`src/rtl/mux10_scan_ctrl.sv`:
```
// Scan sequencer for a 10:1 mux tree: steps the select over the enabled channels,
// waits SETTLE cycles per channel, samples mux_y and delivers a frame over valid/ready.
module mux10_scan_ctrl #(
   parameter int NUM_CH = 10,
   parameter int SEL_W  = 4,
   parameter int SETTLE = 1
) (
   input  logic              clk,
   input  logic              rst_n,
   input  logic              start,
   input  logic              continuous,
   input  logic [NUM_CH-1:0] chan_mask,
   output logic [SEL_W-1:0]  sel,
   input  logic              mux_y,
   output logic [NUM_CH-1:0] frame_data,
   output logic [NUM_CH-1:0] frame_mask,
   output logic              frame_valid,
   input  logic              frame_ready,
   output logic              busy
);

   typedef enum logic [1:0] {
      S_IDLE = 2'd0,
      S_WAIT = 2'd1,
      S_DONE = 2'd2
   } state_t;

   localparam logic [3:0] SETTLE_C = 4'(SETTLE);

   state_t              state_q, state_d;
   logic [SEL_W-1:0]    sel_q, sel_d;
   logic [3:0]          cnt_q, cnt_d;
   logic [NUM_CH-1:0]   data_q, data_d;
   logic [NUM_CH-1:0]   mask_q, mask_d;
   logic                valid_q, valid_d;
   logic                busy_q, busy_d;
   logic                launch_s;
   logic [SEL_W:0]      first_s;
   logic [SEL_W:0]      next_s;

   // Lowest enabled channel index >= from; MSB of the result flags that one exists.
   function automatic logic [SEL_W:0] find_from(input logic [NUM_CH-1:0] m, input int from);
      logic [SEL_W:0] r;
      r = '0;
      for (int i = NUM_CH - 1; i >= 0; i--) begin
         r = (m[i] && (i >= from)) ? {1'b1, SEL_W'(i)} : r;
      end
      return r;
   endfunction

   // Next-state and next-output computation for the scan FSM.
   always_comb begin
      state_d  = state_q;
      sel_d    = sel_q;
      cnt_d    = cnt_q;
      data_d   = data_q;
      mask_d   = mask_q;
      valid_d  = valid_q;
      launch_s = 1'b0;
      first_s  = find_from(chan_mask, 0);
      next_s   = find_from(mask_q, int'(sel_q) + 1);

      case (state_q)
         S_IDLE: begin
            if (start) begin
               launch_s = 1'b1;
            end else begin
               launch_s = 1'b0;
            end
         end
         S_WAIT: begin
            if (cnt_q != 4'd0) begin
               cnt_d = cnt_q - 4'd1;
            end else begin
               data_d[sel_q] = mux_y;
               if (next_s[SEL_W]) begin
                  sel_d = next_s[SEL_W-1:0];
                  cnt_d = SETTLE_C;
               end else begin
                  valid_d = 1'b1;
                  state_d = S_DONE;
               end
            end
         end
         S_DONE: begin
            if (valid_q && frame_ready) begin
               valid_d = 1'b0;
               if (continuous) begin
                  launch_s = 1'b1;
               end else begin
                  state_d = S_IDLE;
               end
            end else begin
               valid_d = valid_q;
            end
         end
         default: begin
            state_d = S_IDLE;
            valid_d = 1'b0;
         end
      endcase

      // Scan start is shared by IDLE start and the continuous rescan after a handshake.
      if (launch_s) begin
         mask_d = chan_mask;
         data_d = '0;
         if (first_s[SEL_W]) begin
            sel_d   = first_s[SEL_W-1:0];
            cnt_d   = SETTLE_C;
            state_d = S_WAIT;
         end else begin
            valid_d = 1'b1;
            state_d = S_DONE;
         end
      end else begin
         mask_d = mask_d;
      end

      busy_d = (state_d != S_IDLE);
   end

   // State and output registers with synchronous active-low reset.
   always_ff @(posedge clk) begin
      if (!rst_n) begin
         state_q <= S_IDLE;
         sel_q   <= '0;
         cnt_q   <= 4'd0;
         data_q  <= '0;
         mask_q  <= '0;
         valid_q <= 1'b0;
         busy_q  <= 1'b0;
      end else begin
         state_q <= state_d;
         sel_q   <= sel_d;
         cnt_q   <= cnt_d;
         data_q  <= data_d;
         mask_q  <= mask_d;
         valid_q <= valid_d;
         busy_q  <= busy_d;
      end
   end

   assign sel         = sel_q;
   assign frame_data  = data_q;
   assign frame_mask  = mask_q;
   assign frame_valid = valid_q;
   assign busy        = busy_q;

endmodule
```
`config.mk`:
```
export PLATFORM = sky130hd
export DESIGN_NAME = mux10_scan_ctrl
export DESIGN_NICKNAME = d
export VERILOG_FILES = /design/src/rtl/mux10_scan_ctrl.sv
export SDC_FILE = /design/constraint.sdc
export NUM_CORES = 1
export LEC_CHECK = 0
export BUFFER_PORTS_ARGS = -buffer_cell sky130_fd_sc_hd__buf_2
export CAP_MARGIN = 10
export CORE_ASPECT_RATIO = 0.5
export CORE_MARGIN = 1
export CORE_UTILIZATION = 35
export DETAILED_ROUTE_END_ITERATION = 10
export PLACE_DENSITY = 0.56
export RECOVER_POWER = 100
export SYNTH_ARGS = -nofsm -noshare
export SYNTH_HDL_FRONTEND = slang
export SYNTH_SLANG_ARGS = --single-unit
```
`constraint.sdc`:
```
create_clock -name clk -period 6.9 [get_ports clk]
set_input_delay 1.035 -clock clk [delete_from_list [all_inputs] [get_ports clk]]
set_output_delay 1.035 -clock clk [all_outputs]
set_load 0.01 [all_outputs]
```
==> impl_metrics.toml, run 1 <==
[synthesis]
ys_warn_count = 0
synth.avg_cell_area_um2 = 8.40
synth-main-ff-cell = "dfxtp_1"
syn_nets = 277
async_reset_ff_share_pct = 0
synth_edf_count = 0
syn_inst = 255
seq_area_frac_synth_pct = 29.9
synth.distinct_cells = 66
synthesis.area_um2 = 2140
ys_ff_latch = 32

[critical_path]
cp-end-kind = "register"
slowest_delay_ns = 1.36
critPathArrivalTime_ns = 3.75
worstPathCellList = "clkbuf_1 > nand4_1 > a21oi_1 > nand2_1 > nand2_1 > a2111oi_0 > a211o_1"
critical_path_class = "input pin to register"
required_ns = 7.06
critPathSlowestCell = "a21oi_1"
crit_fanout = 19
reg2reg_depth = 7
critPathLaunchType = "input pin"
regToRegSetupSlack_ns = 3.40
cp.depth = 7
worst-path-buf-inv = 1
cpLargestDelayFamily = "compound AO/OA/AOI/OAI gates"
cpMostUsedCell = "nand2_1"

[run]
maxCapViolations = 1

[sta]
finalHoldViolations = 0
final.setup.tns_ns = 0
fmax_mhz = 278
period_needed_ns = 3.60
worst_slew_pin_slew_ns = 1.78
fin_crit_sh_pct = 52.1
worst_clock_skew_ns = 0.00478
max-slew-margin-rel_pct = -18.6
setup_violations = 0
rsz0062_at_grt = "false"
slew_violations = 20

[floorplanning]
initial_core_util_pct = 37.7
coreArea_um2 = 5680
die_w_um = 113
ios = 42
die-area_um2 = 6450
fp.dieH_um = 57.3
rows = 19

[run_status]
violations = "capacitance limit, slew limit"
status = "finished, violations left"

[clocking]
clk_pin_slew_ns = 0.05
cts_root_buf = "clkbuf_16"
clk_latency_ns = 0.28
cts_buffers = 5
cts_tree = "built"
htreeDepth = 2
ctsHoldBuffers = 0
cts_resized = 0
clock_path_buffers = 2
numClockSinks = 32
cts_setup_buffers = 0

[route]
drt-vias-per-instance = 5.38
wl_met2_um = 2330
wl_per_cell_um = 14.9
totalWireLength_um = 5390
vias = 1946
wirelength_met1_um = 2590
ant_nets = 0
firstDrtPassIters = 4
drtIter0Drc = 121
drc = 0
top_layer = "met4"
dr_wl_met3_um = 397

[final_layout]
final_util_pct = 42.6
diodes = 0
nets = 311
drive_gt1_share_pct = 12.5
stdcell_count = 362
area_growth_pct = 13.1

[global_route]
grt_pass1_vias = 1779
grt_max_degree = 22
grt_pass1_wl_um = 8870
overflow = 0
grt.total_usage_pct = 17.6
antenna_found_initial = 0

[placed_design]
dp_cells = 355
hpwl_um = 4030
portBuffers = 41
place.gp.congestion = 0.924

[worst_hold_path]
hold_class = "register to register"
whs_path_depth = 2

[pwr]
pwr_density_cell_nw_per_um2 = 253
leakage_nw = 0.933
finalPower_mw = 0.613
ir_worst_vdd_mv = 0.107
==> flip-flops by register name (all words and copies together) (netlist names) <==
| name | flops |
|---|---|
| frame_valid | 1 |
| sel | 4 |
| busy | 1 |
| cnt_q | 4 |
| frame_data | 10 |
| state_q | 2 |
| frame_mask | 10 |
==> logic make-up after synthesis <==
kind of cell             synth area share (%)
XOR/XNOR                                0.818
AO/OA/AOI/OAI                            21.5
multiplexers                             7.01
adder cells (fa/ha/maj)                  3.51
flip-flops                               29.9
AND/OR/NAND/NOR                          31.3
buffers and inverters                    6.02
==> report_power, final <==
part / internal (mW) / switching, mW / total, mW
clock: 0.131 / 0.0789 / 0.210
combinational: 0.0718 / 0.105 / 0.176
sequential: 0.200 / 0.0269 / 0.227
==> per-layer routing <==
| layer | up-vias | global-route usage (%) |
|---|---|---|
| met1 | 900 | 23.6 |
| met2 | 51 | 28.1 |
| met5 | - | 0 |
| met3 | 9 | 4.68 |
| met4 | 0 | 4.57 |
| li1 | 986 | - |
==> path summary, 6_finish.rpt <==
kind	from	end
worst min register to register	frame_data[4]	frame_data[4]
worst max-delay path	frame_ready	sel[1]
worst min-delay path	frame_data[4]	frame_data[4]
worst max register to register	sel[0]	cnt_q[0]
==> layout by cell type (no fill, tap or decap), types with 6 or more instances in the layout <==
cell       n
a21oi_1   16
buf_2     14
clkbuf_1  28
dfxtp_1   32
ha_1       6
inv_1      8
mux2i_1   15
nand2_1   30
nand2b_1  10
nand3_1   10
nor2_1    14
nor2b_1   16
nor3_1     7
o21ai_0    6
==> area by class of cell <==
| cell class | instances | area [um^2] |
|---|---|---|
| Inverter | 10 | 40.0 |
| Timing Repair Buffer | 41 | 171 |
| Sequential cell | 32 | 641 |
| Fill cell | 587 | 3260 |
| Clock inverter | 1 | 5.00 |
| Tap cell | 73 | 91.3 |
| Clock buffer | 6 | 129 |
| Multi-Input combinational cell | 199 | 1340 |
==> Yosys cell counts (2+ instances only) <==
master | instances | area [um^2]
and2_1 | 5 | 31.3
buf_4 | 3 | 22.5
nand3_1 | 10 | 50.1
a211o_1 | 2 | 17.5
a31o_2 | 2 | 17.5
ha_1 | 6 | 75.1
nand2_1 | 29 | 109
inv_1 | 8 | 30.0
a31oi_1 | 2 | 12.5
nor2_1 | 14 | 52.6
nor2b_1 | 16 | 100
o31a_1 | 2 | 17.5
a21oi_1 | 15 | 75.1
nand3b_1 | 3 | 22.5
nand3_2 | 2 | 20.0
o21a_1 | 3 | 22.5
a21oi_2 | 3 | 26.3
or4_1 | 2 | 15.0
nand2b_1 | 10 | 62.6
clkbuf_1 | 6 | 22.5
dfxtp_1 | 32 | 641
nor4_1 | 3 | 18.8
o22ai_1 | 2 | 12.5
mux2i_1 | 15 | 150
o21ai_0 | 6 | 30.0
nor3_1 | 7 | 35.0
buf_6 | 3 | 33.8
buf_2 | 2 | 10.0
or3_1 | 3 | 18.8
and3_1 | 3 | 18.8
==> worst register-to-register path, stage by stage, from the launching register on <==
cell,delay (ns)
dfxtp_1,0.67
ha_1,0.64
nor2b_1,0.16
o221ai_1,0.22
a221oi_2,0.12
nor4b_1,0.98
a31oi_1,0.27
o311a_1,0.35
==> metrics by stage <==
| step | cell area, um^2 | hold slack [ns] | worst slack [ns] |
|---|---|---|---|
| floorplan | 2140 | 0.481 | 4.36 |
| global placement | 2350 | 0.448 | 3.80 |
| detailed placement | 2350 | 0.447 | 3.80 |
| CTS | 2480 | 0.454 | 3.96 |
| global route | 2420 | 0.505 | 2.97 |
| finish | 2420 | 0.451 | 3.30 |
Power figures use the tool's default switching activity.
==> run 2, diff against run 1 <==
--- a/config.mk
+++ b/config.mk
@@ -5,6 +5,7 @@
 export SDC_FILE = /design/constraint.sdc
 export NUM_CORES = 1
 export LEC_CHECK = 0
+export ABC_AREA = 1
 export BUFFER_PORTS_ARGS = -buffer_cell sky130_fd_sc_hd__buf_2
 export CAP_MARGIN = 10
 export CORE_ASPECT_RATIO = 0.5
==> constraint.sdc (replaced) <==
create_clock -name clk -period 3.7 [get_ports clk]
set_input_delay 0.555 -clock clk [delete_from_list [all_inputs] [get_ports clk]]
set_output_delay 0.555 -clock clk [all_outputs]
set_load 0.01 [all_outputs]
==> run 2 against run 1 <==
- the flow now finishes without violations
- clock power grew 120%
- power rose by 100%
- hold slack better by 0.013 ns
- synthesized area down 7.3%
- combinational power is 96% higher
- synthesized cell count is 13% higher
- count of clock-buffer cells in the layout unchanged
- non-clock buffer count unchanged
- final cell count is 11% higher
- critical path type is now register to register
- largest cell class unchanged
==> impl_metrics.toml, run 2 <==
[synthesis]
synth_largest_area_cell = "dfxtp_1"
syn_nets = 311
ys_warn_count = 0
async_reset_ff_share_pct = 0
synthTopCellsByCount = "53 x nand2_1, 35 x inv_1, 32 x dfxtp_1"
synth_area_leaders = "dfxtp_1 32%, nand2_1 10%, inv_1 6.6%"
seq_area_frac_synth_pct = 32.3
synthesis.area_um2 = 1980
synth.distinct_cells = 37
synth.avg_cell_area_um2 = 6.87
synth-main-ff-cell = "dfxtp_1"
syn_inst = 289
synth_edf_count = 0
yosysTopAreaCellShare_pct = 32.3
yosysMostFrequentCell = "nand2_1"
ys_ff_latch = 32

[critical_path]
regToRegSetupSlack_ns = 0.95
r2r-start = "sel[0]"
reg2reg_depth = 14
critPathLaunchType = "register"
cp-end-kind = "register"
critPathLaunch = "sel[0]"
required_ns = 3.88
critPathArrivalTime_ns = 2.93
endpoint = "sel[0]"
critical_path_class = "register to register"
crit_fanout = 11
r2r-end = "sel[0]"

[pwr]
p_switching_mw = 0.418
swShare_pct = 34.1
finalPower_mw = 1.22
ir_worst_vdd_mv = 0.176
p_int_mw = 0.807
p_comb_share_pct = 28.2
clkPwrFrac_pct = 37.4
p_seq_share_pct = 34.4
leakage_nw = 1.02
pwr_density_cell_nw_per_um2 = 528

[clocking]
cts_tree = "built"
cts_resized = 0
ctsHoldBuffers = 0
cts_root_buf = "clkbuf_16"
cts_buffers = 5
clk_latency_ns = 0.27
clock_path_buffers = 2
htreeDepth = 2
clk_pin_slew_ns = 0.05
numClockSinks = 32
cts_setup_buffers = 0

[route]
drt-vias-per-instance = 5.04
vias = 2021
totalWireLength_um = 5140
firstDrtPassIters = 4
ant_nets = 0
drc = 0
wl_per_cell_um = 12.8
drtIter0Drc = 111

[floorplanning]
coreArea_um2 = 5180
fp.dieH_um = 55.2
die-area_um2 = 5990
initial_core_util_pct = 38.3
rows = 18
die_w_um = 108
ios = 42

[sta]
max-slew-margin-rel_pct = 67.2
worst_slew_pin_slew_ns = 0.491
slew_violations = 0
final.setup.tns_ns = 0
worst_clock_skew_ns = 0.00444
period_needed_ns = 2.75
rsz0062_at_grt = "false"
fmax_mhz = 364
fin_crit_sh_pct = 74.3
setup_violations = 0
finalHoldViolations = 0

[placed_design]
place.gp.congestion = 0.820
hpwl_um = 3990
portBuffers = 41

[final_layout]
diodes = 0
mostFrequentLayoutCells = "55 x nand2_1, 36 x inv_1, 32 x dfxtp_1"
final_common_cell = "nand2_1"
area_growth_pct = 17.0
fillers = 580
nets = 352
drive_gt1_share_pct = 14.2

[global_route]
grt_max_degree = 19
grt.total_usage_pct = 18.3
antenna_found_initial = 0
overflow = 0
grt_pass1_vias = 1720
grt_pass1_wl_um = 8510

[run]
maxCapViolations = 0

[run_status]
status = "completed"

[worst_hold_path]
hold_class = "register to register"
## run 2: changes by cell type in the layout (fill, tap and decap cells not counted), moves of 6 or more
cell      before  now
nor3_1         7   13
inv_1          8   36
nand2_2        0    7
nor2_1        14   30
o21ai_0        6   20
mux2i_1       15    0
nor2b_1       16    0
nand2b_1      10    0
nand3_1       10   18
nand2_1       30   55
## run 2: cells by family after synthesis
kind of cell	Yosys count	synth area share (%)
compound gates	52	14.4
xor+xnor	1	0.441
fa+ha+maj	6	3.78
buf+inv	49	9.90
flops	32	32.3
simple gates	149	39.2
## run 2: worst max-delay path: stages, from the launching register on
cell and delay [ns]:
dfxtp_1 0.61, inv_1 0.17, ha_1 0.37, inv_1 0.08, nand2_1 0.05, nor2_1 0.23
nand3_1 0.10, o21ai_0 0.13, nand2_1 0.14, nand3_1 0.15, nand3b_1 0.16, nand2_1 0.14
nor2_2 0.10, nand2_1 0.06, a21oi_1 0.18
## run 2: final cells by class
cell class,instances,area (um^2),area share (%)
repair buffers,41,173,7.44
flip-flops and latches,32,641,27.6
clock buffers,6,129,5.55
inverters,42,158,6.79
multi-input cells,208,1100,47.4
well taps,70,87.6,3.77
clock inverters,2,35.0,1.51
## run 2: worst min path at each step
stage                  startpoint            end  slack, ns  cells past startpoint
floorplan                cnt_q[1]       cnt_q[1]       0.44                      2
global placement    frame_data[9]  frame_data[9]       0.45                      2
detailed placement       cnt_q[1]       cnt_q[1]       0.46                      2
CTS                      cnt_q[1]       cnt_q[1]       0.47                      2
global route             cnt_q[1]       cnt_q[1]       0.50                      2
finish              frame_data[8]  frame_data[8]       0.46                      2
## run 2: power groups by stage
stage / clock [mW] / combinational (mW) / sequential (mW)
after floorplan: 0 / 0.284 / 0.422
after global placement: 0 / 0.372 / 0.427
after detailed placement: 0 / 0.379 / 0.426
after CTS: 0.467 / 0.381 / 0.420
after global routing: 0.485 / 0.395 / 0.426
final: 0.458 / 0.345 / 0.421
## run 2: metal layers
layer	up-vias	track usage (%)	part of all wire, %
met5	-	0	0
met4	0	4.05	0.37
met3	2	4.37	4.4
met2	47	25.0	40
met1	935	28.2	55
li1	1037	-	-
## run 2: through the flow
step	setup WS [ns]	instance area, um^2	std cells	utilization (%)	hold WS [ns]
after global placement	1.20	2240	393	43.2	0.446
after CTS	1.17	2400	401	46.4	0.468
after global routing	0.635	2320	401	44.8	0.496
after detailed placement	1.21	2240	393	43.2	0.459
after floorplan	1.64	1980	289	-	0.437
final	0.950	2320	401	44.8	0.464
